## src/rtl/sample_fifo.sv

```systemverilog
// sample_fifo: single-clock synchronous FIFO buffering samples ahead of the
// FIR core. It provides an occupancy count, programmable almost-full and
// almost-empty thresholds, sticky overflow/underflow flags and a synchronous
// flush. The read side is either a registered read or first-word-fall-through.
module sample_fifo #(
  parameter int DATA_W = 16,
  parameter int DEPTH  = 4,
  parameter int AF_TH  = DEPTH - 1,
  parameter int AE_TH  = 1,
  parameter bit FWFT   = 1'b0,
  localparam int CW    = $clog2(DEPTH) + 1
) (
  input  logic              clk,
  input  logic              rst_n,
  input  logic              clr,
  input  logic              wr_en,
  input  logic [DATA_W-1:0] wr_data,
  input  logic              rd_en,
  output logic [DATA_W-1:0] rd_data,
  output logic              rd_valid,
  output logic              full,
  output logic              empty,
  output logic              almost_full,
  output logic              almost_empty,
  output logic [CW-1:0]     count,
  output logic              overflow,
  output logic              underflow
);

  localparam int AW = $clog2(DEPTH);

  logic [DATA_W-1:0] mem [DEPTH];
  logic [AW-1:0]     wr_ptr;
  logic [AW-1:0]     rd_ptr;
  logic              wr_acc;
  logic              rd_acc;

  // Status flags come from the registered count only, so accept decisions
  // always use last cycle's full/empty and a same-cycle read never makes
  // room for a write (or vice versa).
  assign full         = (count == CW'(DEPTH));
  assign empty        = (count == '0);
  assign almost_full  = (count >= CW'(AF_TH));
  assign almost_empty = (count <= CW'(AE_TH));

  assign wr_acc = wr_en & ~full  & ~clr;
  assign rd_acc = rd_en & ~empty & ~clr;

  // Storage write; memory is deliberately left out of reset and flush.
  always_ff @(posedge clk) begin
    if (wr_acc) mem[wr_ptr] <= wr_data;
  end

  // Pointers, occupancy and sticky error flags.
  always_ff @(posedge clk or negedge rst_n) begin
    if (!rst_n) begin
      wr_ptr    <= '0;
      rd_ptr    <= '0;
      count     <= '0;
      overflow  <= 1'b0;
      underflow <= 1'b0;
    end else if (clr) begin
      wr_ptr    <= '0;
      rd_ptr    <= '0;
      count     <= '0;
      overflow  <= 1'b0;
      underflow <= 1'b0;
    end else begin
      if (wr_acc) wr_ptr <= wr_ptr + 1'b1;
      if (rd_acc) rd_ptr <= rd_ptr + 1'b1;
      case ({wr_acc, rd_acc})
        2'b10:   count <= count + 1'b1;
        2'b01:   count <= count - 1'b1;
        default: count <= count;
      endcase
      if (wr_en && full)  overflow  <= 1'b1;
      if (rd_en && empty) underflow <= 1'b1;
    end
  end

  generate
    if (FWFT) begin : g_fwft
      // Head of the queue is always visible; rd_en just pops it.
      assign rd_data  = mem[rd_ptr];
      assign rd_valid = ~empty;
    end else begin : g_std
      logic [DATA_W-1:0] rd_data_q;
      logic              rd_valid_q;

      // Registered read: data loads on accept, valid pulses the cycle after.
      // A flush drops the pending pulse but keeps the last word on rd_data.
      always_ff @(posedge clk or negedge rst_n) begin
        if (!rst_n) begin
          rd_data_q  <= '0;
          rd_valid_q <= 1'b0;
        end else if (clr) begin
          rd_valid_q <= 1'b0;
        end else begin
          rd_valid_q <= rd_acc;
          if (rd_acc) rd_data_q <= mem[rd_ptr];
        end
      end

      assign rd_data  = rd_data_q;
      assign rd_valid = rd_valid_q;
    end
  endgenerate

endmodule

```

## config.mk

```make
export PLATFORM = sky130hd
export DESIGN_NAME = sample_fifo
export DESIGN_NICKNAME = d
export VERILOG_FILES = /design/src/rtl/sample_fifo.sv
export SDC_FILE = /design/constraint.sdc
export NUM_CORES = 1
export LEC_CHECK = 0
export ABC_AREA = 0
export BUFFER_PORTS_ARGS = -buffer_cell sky130_fd_sc_hd__buf_2
export CAP_MARGIN = 0
export CORE_MARGIN = 5
export CORE_UTILIZATION = 40
export DETAILED_ROUTE_END_ITERATION = 8
export GPL_TIMING_DRIVEN = 0
export PLACE_DENSITY_LB_ADDON = 0.08
export SLEW_MARGIN = 5
export SYNTH_ARGS = -nofsm -noshare
export SYNTH_HDL_FRONTEND = slang
export SYNTH_SLANG_ARGS = --single-unit
```

## constraint.sdc

```tcl
create_clock -name clk -period 2.7 [get_ports clk]
set_clock_uncertainty 0.15 [all_clocks]
set_input_delay 0.405 -clock clk [delete_from_list [all_inputs] [get_ports clk]]
set_output_delay 0.405 -clock clk [all_outputs]
set_load 0.02 [all_outputs]
```

==> impl_summary.md, run 1 <==
Final layout
The post-layout instance area is 0.004156 mm^2. The layout overhead on the synthesized area is 15.95%. The top cell types in the final layout, fill and taps aside, are sky130_fd_sc_hd__edfxtp_1 (64), sky130_fd_sc_hd__buf_2 (48), sky130_fd_sc_hd__dfrtp_1 (26), sky130_fd_sc_hd__mux4_2 (16), sky130_fd_sc_hd__mux2_2 (16). The number of antenna diodes in the final layout is 0. In the final design database the tool counted 277 nets. In the final layout, the multi-input gates occupy 934.6 um^2. The register area is 0.002572 mm^2. Of the cells placed in the final design, the portion with a size suffix greater than 1 is 41.67%. The library cell used most frequently in the layout, excluding fill and tap cells, is sky130_fd_sc_hd__edfxtp_1. The number of fill cells in the layout is between 700 and 800.

GRT
The pin count of the biggest net entering global routing is 27. The total grt overflow is 0. The number of antenna violations at the first check in global routing is 0.

The wire length of the first global-routing pass is 10,270 um. The number of global-route vias before repair is 1,899. The global router's overall resource usage is 12.29%.

STA
Dividing the final minimum period by the clock period gives 87.06%. Derived from the worst setup path, the maximum achievable clock frequency is ~430 MHz. The smallest clock period supported by the final layout is computed as 2.351 ns. Measured against its own limit, the worst slew margin works out to 57.22%. Setup repair after global routing left no endpoint under its margin. The number of hold-slack violations in the final timing report came to 0. The worst hold slack across all endpoints is 0.1193 ns. The transition time at the pin with the least slew margin is about 0.64 ns.

Setup violations remaining at the end of the flow were counted as 0. The final max-slew violation count is 0.

Drt
The detail route stage leaves a number of antenna-violating nets equal to 0. Using the TritonRoute via totals, the vias-per-cell ratio works out to 4.983. For this run, design rule violations remaining after detail routing come to 0. The routed wire length is 6195 um.

The routed via count is 1,794. The detailed router finished its first iteration with 49 violations. The number of search-and-repair iterations in the first detailed-routing pass is 4.

The final routed wire length divided by cell count is 17.21 um.

Logic synthesis
The number of enable-type register cells in the synthesized netlist is 64. The post-synthesis simple-gate area fraction is 4.188%. The synthesized netlist devotes under 10% of its cell area to compound gates. The number of nets handed over by synthesis was 220. The adder and majority gate portion of the synthesized area is 3.141%.

The primary flip-flop cell chosen by synthesis mapping is sky130_fd_sc_hd__edfxtp_1. The xor and xnor fraction of the mapped netlist area is less than 1%. In this run the cell area of the synthesized design comes to 0.003585 mm^2.

By area, the combinational part of the netlist is dominated by multiplexers. The number of distinct library cells after synthesis is 32. The number of register bits inferred by synthesis is 90. The fraction of registers with async set/reset is 28.89%. The average cell area after synthesis is 18.87 um^2. Multiplexer cells account for 15.36% of the synthesized area. The portion of the post-synthesis area used by sequential elements is between 70% and 80%.

The yosys synthesis warning count is 0. In the synthesized netlist, the number of instances is 190.

Floorplan
In this run the vertical extent of the chip is 104.7 um. For this configuration, the core starts out at a cell density of about two fifths. Row generation in the floorplan step produced 34 rows. In this run the horizontal extent of the chip is 104.7 um. The floorplan step defined a die boundary enclosing roughly 0.011 mm^2. The core region is 0.008721 mm^2. During I/O placement, the number of pins put on the boundary was 47.

Pwr
The relative contribution of combinational cells to total power is 31.8%. Dividing total power by cell area gives a power density of 958.4 mW/mm^2. The internal portion of the total power is about 2.7 mW.

The part of the total power dissipated in the clock network is 22.7%. Net switching is a little under a third of the power. Sequential cells burn 45.5% of the power.

IR analysis of the VDD net gives a maximum drop of between 0.3 and 0.4 mV. The total power draw is 3.984 mW. The analysis attributes to net switching a power of ~1.3 mW.

For this design the static power due to leakage is 1.568 nW.

CTS
The clock passes through at most 2 buffers. After clock tree synthesis, the clock-pin slew on the worst setup and hold paths is about 0.090 ns. The clock net in this run drives a total of 90 sinks. The setup fix buffers added after clock tree synthesis is 0. The root buffer cell chosen for the clock tree is sky130_fd_sc_hd__clkbuf_8. The clock latency reported for the late side of the worst-skew pair is 0.34 ns.

The H-tree was split into 3 levels. The clock buffer count from CTS is 9. The TritonCTS clock tree is yes.

Place
After detailed placement, the total cell area comes to 0.003945 mm^2. Once detailed placement completed, the half-perimeter wirelength came to 3990 um. Port buffering added 45 buffers.

The final weighted congestion in routability-driven placement is 0.7062.

Critical path
Data on the critical path arrives at its endpoint at 2.18 ns. Data on the critical path is required at its endpoint by roughly 2.5 ns. Of all nets on the critical path, the largest fanout is 16.

The reg-to-reg critical path endpoint is mem[1][12]. STA classifies the critical path endpoint as a register. The setup path with the least slack is of type reg2reg. STA classifies the critical path startpoint as a register. The reg-to-reg critical path startpoint is count[1].

In this run the worst setup path begins at count[1]. Counting cells, the worst reg-to-reg path comes to 6. The setup check on the worst reg-to-reg path leaves a slack of 0.35 ns.

Min path
The path with the worst hold slack has its endpoint at mem[1][14]. The startpoint identified for the worst hold timing path is wr_data[14]. The worst hold path class is in2reg. Counting instances, the worst hold path has a depth of 1.

Outcome
The run finished with clean final reports.

Run
The number of max-cap violations is 0.
-- area by class of cell --
cell class,instances,share of cell area [%]
plain buffers,8,1.445
clock buffers,12,3.492
clock inverters,4,1.234
inverters,6,0.5418
multi-input cells,86,22.49
flip-flops and latches,90,61.89
well taps,108,3.251
repair buffers,46,5.659
-- how the worst max path moves through the flow --
stage,end,slack [ns],depth (start not counted)
after floorplan,mem[0][0],0.26,6
after global placement,mem[0][8],-0.002,6
after detailed placement,mem[1][14],-0.01,6
after CTS,mem[3][1],0.005,6
after global routing,mem[0][1],0.15,6
final,mem[1][12],0.35,6
-- critical path: stages, from the launching register on --
cell                       delay [ns]
sky130_fd_sc_hd__dfrtp_1         0.42
sky130_fd_sc_hd__inv_1           0.13
sky130_fd_sc_hd__ha_1            0.26
sky130_fd_sc_hd__and2_1          0.18
sky130_fd_sc_hd__nand2b_1        0.19
sky130_fd_sc_hd__nor2_1          0.17
sky130_fd_sc_hd__and2_2          0.47
-- cells in the mapped netlist, types with 2 or more instances --
library cell / count / area [um^2]
sky130_fd_sc_hd__mux4_2: 16 / 360.4
sky130_fd_sc_hd__a21oi_1: 5 / 25.02
sky130_fd_sc_hd__nand2_1: 6 / 22.52
sky130_fd_sc_hd__nor3b_1: 2 / 15.01
sky130_fd_sc_hd__ha_1: 9 / 112.6
sky130_fd_sc_hd__inv_1: 5 / 18.77
sky130_fd_sc_hd__buf_2: 3 / 15.01
sky130_fd_sc_hd__nor2_1: 9 / 33.78
sky130_fd_sc_hd__o21ai_0: 2 / 10.01
sky130_fd_sc_hd__edfxtp_1: 64 / 1922
sky130_fd_sc_hd__buf_6: 3 / 33.78
sky130_fd_sc_hd__dfrtp_1: 26 / 650.6
sky130_fd_sc_hd__mux2_2: 16 / 180.2
sky130_fd_sc_hd__xor2_1: 2 / 17.52
sky130_fd_sc_hd__and2_1: 5 / 31.28
-- flip-flops by register name, indices dropped and copies added (netlist names) --
| signal | flops |
|---|---|
| underflow | 1 |
| overflow | 1 |
| wr_ptr | 2 |
| rd_data | 16 |
| mem | 64 |
| count | 3 |
| rd_valid | 1 |
| rd_ptr | 2 |
-- routing by layer --
metal  vias up  global-route usage, %  part of all wire (%)
met3         6                  4.377                   3.8
li1        844                      -                     -
met2        30                  20.00                    51
met4         0                  3.562                   1.2
met1       914                  15.62                    44
met5         -                      0                     0
-- power by group through the flow --
stage          sequential, mW  clock, mW  combinational [mW]
2_1_floorplan            2.02          0               0.733
3_3_place_gp             1.84          0                1.29
3_5_place_dp             1.84          0                1.30
4_1_cts                  1.82      0.943                1.31
5_1_grt                  1.85       1.01                1.39
6_report                 1.81      0.903                1.27
-- kinds of logic (layout without fill, tap and decap cells) --
kind of cell | after synthesis | after routing
AO/OA/AOI/OAI | 14 | 14
XOR/XNOR | 3 | 3
adder cells (fa/ha/maj) | 9 | 9
buffers and inverters | 14 | 76
flip-flops | 90 | 90
multiplexers | 33 | 33
AND/OR/NAND/NOR | 27 | 27
-- what timing repair did --
action                                  in CTS  in global routing
pin swaps                                    0                  0
hold endpoints to repair                    26                  0
endpoints found under the setup margin      22                 16
gates cloned                                 0                  0
gates resized for setup                      3                  1
hold buffers                                 1                  0
-- per-stage QoR --
stage                     setup WS [ns]  setup TNS, ns  std cells  util, %
after floorplan                  0.2613              0        190        -
after global placement        -0.002394       -0.02021        343    45.24
after detailed placement       -0.01400        -0.2023        343    45.24
after CTS                      0.004722              0        360    47.65
after global routing             0.1483              0        360    47.66
final                            0.3493              0        360    47.66
Power figures use the tool's default switching activity.
==> run 2: changes to the inputs <==
==> constraint.sdc (replaced) <==
create_clock -name clk -period 2.7 [get_ports clk]
set_clock_uncertainty 0.15 [all_clocks]
set_input_delay 0.54 -clock clk [delete_from_list [all_inputs] [get_ports clk]]
set_output_delay 0.54 -clock clk [all_outputs]
set_load 0.02 [all_outputs]
==> run 2 against run 1 <==
  * Sequential share of layout area grew 0.15 points
  * Global-route usage about the same
  * Critical endpoint is now mem[1][1]
  * Largest cell class unchanged
  * Via count grew 0.17%
  * Clock-buffer cell count unchanged
  * Core utilization shrank 0.11 points
==> impl_summary.md, run 2 (synthesis gave the netlist of run 1 again) <==
Outcome
The flow ran to the end, and the final reports show no timing, DRC or antenna violations.

Pwr
For this design the ratio of total power to cell area is 960.7 mW/mm^2. The peak supply drop is 0.3445 mV. Summed over all cells, the static leakage comes to 1.563 nW.

Critical path
The register-to-register setup slack is 0.35 ns. The critical path launch point type is a register. Tracing the worst setup path back leads to its startpoint at count[1].

The kind of cell with the highest combined delay on the critical path is simple AND/OR/NAND/NOR gates. The worst endpoint required time is approximately 2.5 ns. The kind of critical path is reg2reg. The worst register-to-register path begins at count[1]. The slowest stage of the critical path belongs to the cell sky130_fd_sc_hd__and2_2. The reg-to-reg critical path endpoint is mem[1][1]. The buffers plus inverters on the worst setup path is 1. The endpoint type of the worst setup path is a register. The top fanout value on the critical path is 16.

The largest stage delay on the critical path is 0.48 ns. The number of cells on the worst reg-to-reg path is 6. The critical path goes through inv_1, ha_1, and2_1, nand2b_1, nor2_1, and2_2. For the worst setup path, the data arrival time is 2.19 ns.

Final layout
The area of the multi-input gates is 934.6 um^2. The register with the most flip-flops in the layout has 64 of them. The filler-free cell count of the finished design is 359.

The number of inserted diodes is 0. Cells fill 47.55% of the core in the end. Across the whole layout, storage elements account for between 0.002 and 0.003 mm^2. The register containing the most flip-flops in the final layout is mem. The layout overhead on the synthesized area is 15.67%. In the final layout, the share of cells above drive strength 1 is 41.83%.

The net count of the finished layout is 276. The leading cell type in the layout, fill and taps excluded is sky130_fd_sc_hd__edfxtp_1. Counting the fill cells in the layout gives 761. In the layout the commonest cells are sky130_fd_sc_hd__edfxtp_1 (64), sky130_fd_sc_hd__buf_2 (48), sky130_fd_sc_hd__dfrtp_1 (26), sky130_fd_sc_hd__mux4_2 (16), sky130_fd_sc_hd__mux2_2 (16).

STA
For the pin with the worst max-slew slack, the measured transition is 0.6401 ns. The worst slew slack as a fraction of its limit is 57.33%. The number of hold-slack violations in the final timing report was 0. Setup violations remaining at the end of the flow were counted as 0.

The tightest hold path in the finished design has a slack of 0.06242 ns. The final worst slack is approximately 0.35 ns. For the final routed database, the setup TNS stands at 0 ns.

The final max-slew violation count is 0. The time the final worst path needs with I/O delays and setup is between 2 and 2.5 ns. Of the available clock period, the critical path in the final layout requires 87.15%. Based on the critical path, the design can be clocked at up to 425.0 MHz. Setup repair after global routing left no endpoint under its margin.

CTS
The quantity of hold-fixing buffers added after cts is 0. The setup fix buffers added after clock tree synthesis is 0. TritonCTS built the clock tree. TritonCTS created 9 clock buffers.

The later pin in the worst-skew pair is clocked with a latency of 0.34 ns. The number of H-tree levels is 3. The maximum root-to-sink buffer count is 2. The post-CTS clock slew at the launch and capture registers of the worst setup and hold paths is ~0.090 ns.

The buffer type at the clock tree root is sky130_fd_sc_hd__clkbuf_8. For this design, the sink count on the clock tree is 90.

Place
The count of port buffers added during placement is 45. The placed cell count is 343. The wire-length estimate of the detail-placed layout is 3990 um. The final weighted congestion in routability-driven placement is 0.7062. OpenSTA, run right after detailed placement, puts the worst setup slack at -0.01400 ns.

GRT
The number of global-route vias before repair was 1,891. The first global-routing pass estimated slightly above 10,000 um of wire. The global router's overall resource usage is around an eighth. The number of antenna violations at the first check in global routing was 0. Global routing finished with a remaining overflow of 0. Entering global routing, the biggest net connects 27 pins.

Drt
Detailed routing inserted a total of 1,797 vias. After the first detailed-routing iteration, the DRC count stood at 38. The final routed wire length divided by cell count is 17.28 um. After detailed routing, the number of remaining DRC violations is 0.

The routed wire length is 6205 um. The per-cell via count in the routed design is about 5. The first detailed-routing pass ran for 4 iterations. Once detail routing completed, the nets flagged for antenna violations numbered 0.

Floorplan
The die covers 0.01095 mm^2. The initial utilization of the core area, before any placement, comes to between 40% and 50%. The count of pins on the block boundary is 47.

The core area is 0.008721 mm^2. The horizontal die dimension is 104.7 um. The die height is ~100 um.

In this run the core area contains 34 standard-cell rows.

Min path
The worst hold path class is in2async.

Run
The number of max-cap violations is 0.
run 2: cell count changes in the layout (fill, tap and decap cells not counted):
cell	before	now
sky130_fd_sc_hd__dlygate4sd3_1	1	0
run 2: cell type report:
cell class                 count  share of cell area, %
inverter                       6                 0.5431
buffer                         8                  1.448
timing repair buffer          45                  5.431
clock inverter                 4                  1.237
clock buffer                  12                  3.500
tap                          108                  3.259
sequential                    90                  62.04
multi-input combinational     86                  22.54
run 2: worst max-delay path by stage:
stage	end	cells past startpoint
3_3_place_gp	mem[0][8]	6
2_1_floorplan	mem[0][0]	6
5_1_grt	mem[0][1]	6
3_5_place_dp	mem[1][14]	6
6_report	mem[1][1]	6
4_1_cts	mem[3][1]	6
run 2: metrics by stage:
| step | power [mW] | instance area (um^2) |
|---|---|---|
| final | 3.984 | 4146 |
| after global placement | 3.135 | 3945 |
| after CTS | 4.065 | 4145 |
| after global routing | 4.243 | 4146 |
| after floorplan | 2.753 | 3585 |
| after detailed placement | 3.145 | 3945 |
run 2: repair_timing:
| item | in CTS | in global routing |
|---|---|---|
| setup endpoints to repair | 22 | 16 |
| resized for setup | 3 | 1 |
| hold endpoints to repair | 0 | 0 |
run 2: where the power goes:
part           leakage [nW]  internal, mW  switching (mW)
sequential            0.904          1.70           0.110
combinational         0.562         0.571           0.697
clock                0.0970         0.456           0.447
total                  1.56          2.73            1.25
run 2: per-layer routing:
layer,track usage [%],part of all wire (%),up-vias
li1,-,-,844
met1,15.58,45,919
met2,19.95,50,28
met3,4.377,3.9,6
met4,3.562,1.2,0
met5,0,0,-
